File: src/rtl/ex_mem_lane_arbiter.sv
// Execute-to-memory boundary: squashes lanes younger than the oldest redirect,
// serialises surviving dcache requests in lane order and registers the bundle into mem.

module ex_mem_lane_slot (
    input  logic valid,
    input  logic mem_req,
    input  logic excp,
    input  logic older_redirect,
    output logic survive,
    output logic req
);
    assign survive = valid & ~older_redirect;
    assign req     = survive & mem_req & ~excp;
endmodule

module ex_mem_lane_arbiter #(
    parameter  int LANES     = 4,
    parameter  int ADDR_W    = 32,
    parameter  int DATA_W    = 32,
    parameter  int PAYLOAD_W = 128,
    localparam int STRB_W    = DATA_W / 8,
    localparam int IDX_W     = (LANES > 1) ? $clog2(LANES) : 1
) (
    input  logic                                clk,
    input  logic                                rst,
    input  logic                                flush,
    input  logic                                pause,
    input  logic [LANES-1:0]                    lane_valid_i,
    input  logic [LANES-1:0][PAYLOAD_W-1:0]     lane_payload_i,
    input  logic [LANES-1:0]                    lane_mem_req_i,
    input  logic [LANES-1:0]                    lane_mem_op_i,
    input  logic [LANES-1:0][ADDR_W-1:0]        lane_vaddr_i,
    input  logic [LANES-1:0][DATA_W-1:0]        lane_wdata_i,
    input  logic [LANES-1:0][STRB_W-1:0]        lane_wstrb_i,
    input  logic [LANES-1:0]                    lane_br_flush_i,
    input  logic [LANES-1:0][ADDR_W-1:0]        lane_br_target_i,
    input  logic [LANES-1:0]                    lane_excp_i,
    output logic                                dc_valid_o,
    output logic                                dc_op_o,
    output logic [ADDR_W-1:0]                   dc_vaddr_o,
    output logic [DATA_W-1:0]                   dc_wdata_o,
    output logic [STRB_W-1:0]                   dc_wstrb_o,
    input  logic                                dc_addr_ok_i,
    output logic                                pause_o,
    output logic                                branch_flush_o,
    output logic [ADDR_W-1:0]                   branch_target_o,
    output logic                                excp_flush_o,
    output logic [LANES-1:0]                    mem_valid_o,
    output logic [LANES-1:0][PAYLOAD_W-1:0]     mem_payload_o,
    output logic                                upd_valid_o,
    output logic [IDX_W-1:0]                    upd_lane_o,
    output logic [ADDR_W-1:0]                   upd_target_o
);
    logic [LANES-1:0] redirect, older, survive, req, pending, served;
    logic [IDX_W-1:0] f_idx, cur;
    logic             has_f, hs, last_req, stage_go;

    assign redirect = lane_valid_i & (lane_br_flush_i | lane_excp_i);
    assign has_f    = |redirect;

    // older[i]: some lane below i redirects, so lane i is squashed
    always_comb begin
        older[0] = 1'b0;
        for (int i = 1; i < LANES; i++)
            older[i] = older[i-1] | redirect[i-1];
    end

    for (genvar g = 0; g < LANES; g++) begin : g_lane
        ex_mem_lane_slot u_slot (
            .valid          (lane_valid_i[g]),
            .mem_req        (lane_mem_req_i[g]),
            .excp           (lane_excp_i[g]),
            .older_redirect (older[g]),
            .survive        (survive[g]),
            .req            (req[g])
        );
    end

    always_comb begin
        f_idx = '0;
        for (int i = LANES - 1; i >= 0; i--)
            if (redirect[i]) f_idx = IDX_W'(i);
    end

    assign pending = req & ~served;

    always_comb begin
        cur = '0;
        for (int i = LANES - 1; i >= 0; i--)
            if (pending[i]) cur = IDX_W'(i);
    end

    assign last_req   = (pending & (pending - LANES'(1))) == '0;
    assign dc_valid_o = rst & (|pending) & ~pause & ~flush;
    assign hs         = dc_valid_o & dc_addr_ok_i;
    assign pause_o    = rst & (|pending) & ~(hs & last_req);
    assign stage_go   = rst & ~pause_o & ~pause;

    assign dc_op_o    = rst & lane_mem_op_i[cur];
    assign dc_vaddr_o = rst ? lane_vaddr_i[cur] : '0;
    assign dc_wdata_o = rst ? lane_wdata_i[cur] : '0;
    assign dc_wstrb_o = rst ? lane_wstrb_i[cur] : '0;

    // an exception on the redirect lane suppresses its branch redirect
    assign branch_flush_o  = stage_go & has_f & lane_br_flush_i[f_idx] & ~lane_excp_i[f_idx];
    assign excp_flush_o    = stage_go & has_f & lane_excp_i[f_idx];
    assign branch_target_o = rst ? lane_br_target_i[f_idx] : '0;

    always_ff @(posedge clk or negedge rst) begin
        if (!rst)
            served <= '0;
        else if (flush || (!pause_o && !pause))
            served <= '0;
        else if (hs)
            served[cur] <= 1'b1;
    end

    always_ff @(posedge clk or negedge rst) begin
        if (!rst) begin
            mem_valid_o   <= '0;
            mem_payload_o <= '0;
        end else if (flush) begin
            mem_valid_o   <= '0;
        end else if (pause_o && !pause) begin
            mem_valid_o   <= '0;
        end else if (!pause) begin
            mem_valid_o   <= survive;
            mem_payload_o <= lane_payload_i;
        end
    end

    always_ff @(posedge clk or negedge rst) begin
        if (!rst) begin
            upd_valid_o  <= 1'b0;
            upd_lane_o   <= '0;
            upd_target_o <= '0;
        end else begin
            upd_valid_o <= branch_flush_o;
            if (branch_flush_o) begin
                upd_lane_o   <= f_idx;
                upd_target_o <= lane_br_target_i[f_idx];
            end
        end
    end
endmodule

File: config.mk
export PLATFORM = sky130hd
export DESIGN_NAME = ex_mem_lane_arbiter
export DESIGN_NICKNAME = d
export VERILOG_FILES = /design/src/rtl/ex_mem_lane_arbiter.sv
export SDC_FILE = /design/constraint.sdc
export NUM_CORES = 1
export LEC_CHECK = 0
export BUFFER_PORTS_ARGS = -buffer_cell sky130_fd_sc_hd__buf_2
export CAP_MARGIN = 5
export CORE_AREA = 2 2 613 615
export CTS_BUF_LIST = sky130_fd_sc_hd__clkbuf_2
export DETAILED_ROUTE_END_ITERATION = 8
export DIE_AREA = 0 0 615 617
export HOLD_SLACK_MARGIN = 0.12
export SETUP_SLACK_MARGIN = 0.3
export SLEW_MARGIN = 20
export SYNTH_ARGS = -nofsm -noshare
export SYNTH_HDL_FRONTEND = slang
export SYNTH_HIERARCHICAL = 1
export SYNTH_SLANG_ARGS = --single-unit
File: constraint.sdc
create_clock -name clk -period 2.39 [get_ports clk]
set_input_delay 0.1195 -clock clk [delete_from_list [all_inputs] [get_ports clk]]
set_output_delay 0.1195 -clock clk [all_outputs]
set_load 0.01 [all_outputs]
==> impl_results.md, run 1 <==
* Status: aborted with a tool error
* Failed at: 4_1_cts
* Run Error: [ERROR RSZ-0060] Max buffer count reached.
* DP Wirelength at 250,700 um
* Leading area contributor after synthesis: dfrtp_1
* Synth cell types at 41
* Post-synth EDFFs at 0
* Asr flop ratio synth at 1.000
* Synth top area share at 0.5756
* Mapped Avg Cell Area at 15.37 um2
* Main combinational cell family by area after synthesis: multiplexers
* Post-synthesis sequential area ratio at 0.5756
* TritonCTS Buffers at 176
* Clock Root Buffer: clkbuf_2
* Complex-gate fraction of the synthesized area at 0.06186
* Post-CTS Resized at 1,099
* Row count at 225
* Placed cell count at 8,259
* Post-Synthesis Cells at 1,570
* Synth top area cells: dfrtp_1 (58%), mux2_1 (19%), mux2_4 (5.0%)
* Multiplexer area fraction after synthesis at 0.2975
* Ys flop type: dfrtp_1
* H-tree depth at 4
* Synth warn at 6
* Die Y at 617 um
* Starting density of the core at 0.06459
* Post-CTS setup buffers at 163
* TritonCTS Sinks at 555
* Chip Width at 615 um
* Adder-Cell Fraction of Synth Area at 0
* Hold buffers post-CTS at 1,747
* Max clock buf depth at 4
* Routability cong. at 0.9824
* Post-Synth XOR/XNOR Area at 0
* IO buf count at 1,592
* Num ports at 1,593
* Most frequent cell after synthesis: dfrtp_1
* Synth Register Bits at 555
* Mapped Area at 24,130 um2
* Fraction of the mapped netlist area in simple logic gates at 0.03044
* Post-synth top cells: dfrtp_1 (555), mux2_1 (400), mux2_4 (80)
## cell families after synthesis
group | count (synthesis)
flip-flops | 555
other | 1
AND/OR/NAND/NOR | 146
buffers and inverters | 113
AO/OA/AOI/OAI | 176
multiplexers | 579
## through the flow
step / hold slack [ns] / cell area, um2 / util / setup WS, ns
floorplan: -0.1761 / 24230 / - / 0.1999
detailed placement: 0.04124 / 40210 / 0.1076 / -0.8695
global placement: 0.04168 / 40210 / 0.1076 / -0.8765
==> inputs of run 2 (changes only) <==
- CTS_BUF_LIST: sky130_fd_sc_hd__clkbuf_2 -> unset
- HOLD_SLACK_MARGIN: 0.12 -> unset
- PLACE_DENSITY_LB_ADDON: unset -> 0.15
- SETUP_SLACK_MARGIN: 0.3 -> unset
==> run 2 against run 1 <==
Net effect: the flow now finishes, with violations (design-rule violations, negative hold slack, negative setup slack); synthesized area did not move; synthesized cell count did not move.
==> impl_results.md, run 2 <==
* Status: finished with violations
* Failing checks: design-rule violations, negative hold slack, negative setup slack
* Max_cap viols at 0
* Placed instance area at 39,660 um2 (-1.4%)
* Clock Skews at 0.05088 ns
* Multi-input combinational cell area at 10,550 um2
* Clock Root Buffer: clkbuf_16
* Leakage power at 24.51 nW
* Worst Setup End Kind: primary output
* CTS tree: done
* Leading area contributor after synthesis: dfrtp_1
* Core area at 373,600 um2
* CP Max Fanout at 6
* TritonCTS Buffers at 91 (-48%)
* Synth top area share at 0.5756 (unchanged)
* Area Overhead vs Synth at 120.6%
* Initial antenna violation count at 151
* Largest reg by FF count: mem_payload_o
* Max_slew headroom at 0.3460
* Min-Delay Path Class: input port to asynchronous set/reset pin
* Post-synth top cells: dfrtp_1 (555), mux2_1 (400), mux2_4 (80)
* Most frequent cells in the layout: buf_2 (1,552), dlygate4sd3_1 (692), dfrtp_1 (555), mux2_4 (311), mux2_1 (169)
* DRT iter0 DRCs at 1,401
* Critical path type: flop to primary output
* Hold Fails Final Rpt at 1
* Fmax at 326.9 MHz
* Max rail drop VDD at 484.4 uV
* Gr usage total at 0.1194
* Synth warn at 6 (unchanged)
* Largest net degree at the start of global routing at 121
* Max reg flops at 512
* Post-layout minimum cycle time at 3.059 ns
* Drt first pass iters at 9
* # DRC at 17
* Routability cong. at 0.8762 (-11%)
* Sequential fraction of design power at 0.325
* Vias at 25,240
* Asr flop ratio synth at 1.000 (unchanged)
* Post-synthesis sequential area ratio at 0.5756 (unchanged)
* Post-route cell area at 53,230 um2
* Final Cycle Share at 1.280
* Routed WL at 243,000 um
* Worst-margin pin slew at 0.9809 ns
* Synth top area cells: dfrtp_1 (58%), mux2_1 (19%), mux2_4 (5.0%)
* WP data arrival at 2.94 ns
* Chip Width at 615 um (unchanged)
* Nets at 5,041
* Num ports at 1,593 (unchanged)
* Setup ws final at -0.6694 ns
* Layout Cells excl Fill at 9,197
* Placed cell count at 8,214 (-0.54%)
* Switch share at 0.3387
* Ys flop type: dfrtp_1
* DRT antenna net count at 0
* Layout cells sized above 1 at 0.5927
* Setup TNS Final at -131.90 ns
* Startpoint types: flop
* Post-Synthesis Cells at 1,570 (unchanged)
* Post-synth EDFFs at 0 (unchanged)
* PD cells at 700.4 nW/um2
* WL/cell at 26.42 um
* IO buf count at 1,592 (unchanged)
* Worst skew pair latency at 0.82 ns
* Die ar. at 379,500 um2
* Global route total overflow at 0
* DP Wirelength at 199,300 um (-21%)
* Die Y at 617 um (unchanged)
* Setup violators final at 603
* Clock slew at reported path FFs at 0.08 ns
* Reg2reg path depth at 14
* Most common cell after layout, fill and taps aside: buf_2
* Row count at 225 (unchanged)
* RSZ-0062 raised after global routing: true
* Starting density of the core at 0.06459 (unchanged)
* First-pass GRT wire length at 297,100 um
* Logic gate share of total power at 0.300
* H-tree depth at 3 (-1)
* Hold WS at -0.01012 ns
* Pint at 24.65 mW
* Pre-CTS WS at -0.7205 ns (+0.1490 ns)
* Mapped Avg Cell Area at 15.37 um2 (unchanged)
* Via/cell ratio at 2.744
* Most frequent cell after synthesis: dfrtp_1
* NetSw at 12.63 mW
* FF/Latch Area at 13,890 um2
* Crit path required time at 2.27 ns
* Max clock buf depth at 4 (unchanged)
* Power share of the clock group at 0.375
* Top Registers: mem_payload_o x512, upd_target_o x32
* TritonCTS Sinks at 555 (unchanged)
* Synth Register Bits at 555 (unchanged)
* Number of global-route vias before repair at 27,270
* Fillers at 42,320
* Synth cell types at 41 (unchanged)
* Mapped Area at 24,130 um2 (unchanged)
* Max-slew violation count at 0
[run 2: cell counts after synthesis]
No cell type changed its count.
[run 2: path summary, 6_finish.rpt]
kind                                          start                 end  slack (ns)
worst max-delay path                      served[0]      dc_vaddr_o[30]       -0.67
worst min-delay path                            rst  mem_payload_o[251]       -0.01
worst max register to register            served[0]  mem_payload_o[132]       -0.33
worst min register to register   mem_payload_o[136]  mem_payload_o[136]        0.48
max in group asynchronous                       rst   mem_payload_o[41]        0.54
min in group clk                lane_payload_i[440]  mem_payload_o[440]        0.10
[run 2: cells by family after synthesis]
| family | after synthesis | synth area share |
|---|---|---|
| other | 1 | 0.0001554 |
| flip-flops | 555 | 0.5756 |
| multiplexers | 579 | 0.2975 |
| AND/OR/NAND/NOR | 146 | 0.03044 |
| buffers and inverters | 113 | 0.03448 |
| AO/OA/AOI/OAI | 176 | 0.06186 |
[run 2: worst max-delay path, stage by stage (launching register included)]
cell,delay [ns]
dfrtp_1,0.40
nor2b_4,0.16
buf_6,0.12
nor2_4,0.03
buf_6,0.12
buf_12,0.14
buf_8,0.13
a222oi_1,0.63
buf_4,0.23
a21boi_2,0.04
buf_2,0.14
[run 2: timing repair]
item	4_1_cts	5_1_grt
endpoints found under the setup margin	457	641
endpoints found under the hold margin	898	60
hold buffers	695	1
buffers inserted	42	35
gates cloned	11	41
gates resized for setup	212	330
pin swaps	81	78
[run 2: cell type report]
| cell class | instances | area share |
|---|---|---|
| Antenna cell | 32 | 0.001504 |
| Inverter | 4 | 0.0004231 |
| Multi-Input combinational cell | 903 | 0.1982 |
| Sequential cell | 555 | 0.2609 |
| Clock inverter | 40 | 0.009190 |
| Clock buffer | 120 | 0.04746 |
| Tap cell | 4994 | 0.1174 |
| Timing Repair Buffer | 2549 | 0.3650 |
[run 2: stage by stage]
| stage | power, mW | util |
|---|---|---|
| 2_1_floorplan | 15.07 | - |
| 3_3_place_gp | 21.62 | 0.1062 |
| 3_5_place_dp | 21.63 | 0.1062 |
| 4_1_cts | 37.78 | 0.1361 |
| 5_1_grt | 39.43 | 0.1424 |
| 6_report | 37.28 | 0.1425 |
[run 2: power by group through the flow]
| stage | clock network (mW) | registers [mW] | logic (mW) |
|---|---|---|---|
| after floorplan | 0 | 12.8 | 2.25 |
| after global placement | 0 | 12.3 | 9.35 |
| after detailed placement | 0 | 12.3 | 9.36 |
| after CTS | 14.8 | 12.1 | 10.9 |
| after global routing | 15.0 | 12.4 | 12.0 |
| final | 14.0 | 12.1 | 11.2 |
[run 2: metal layers]
metal  vias up  global-route usage  share of wire  wire (um)
met5         -                   0        0.00050        121
met4        18             0.04069          0.041      10050
met3       429             0.04238          0.079      19180
met2      1167              0.2271           0.53     128900
met1     12670              0.1188           0.35      84770
li1      10960                   -              -          -
(Power assumes the default switching activity.)
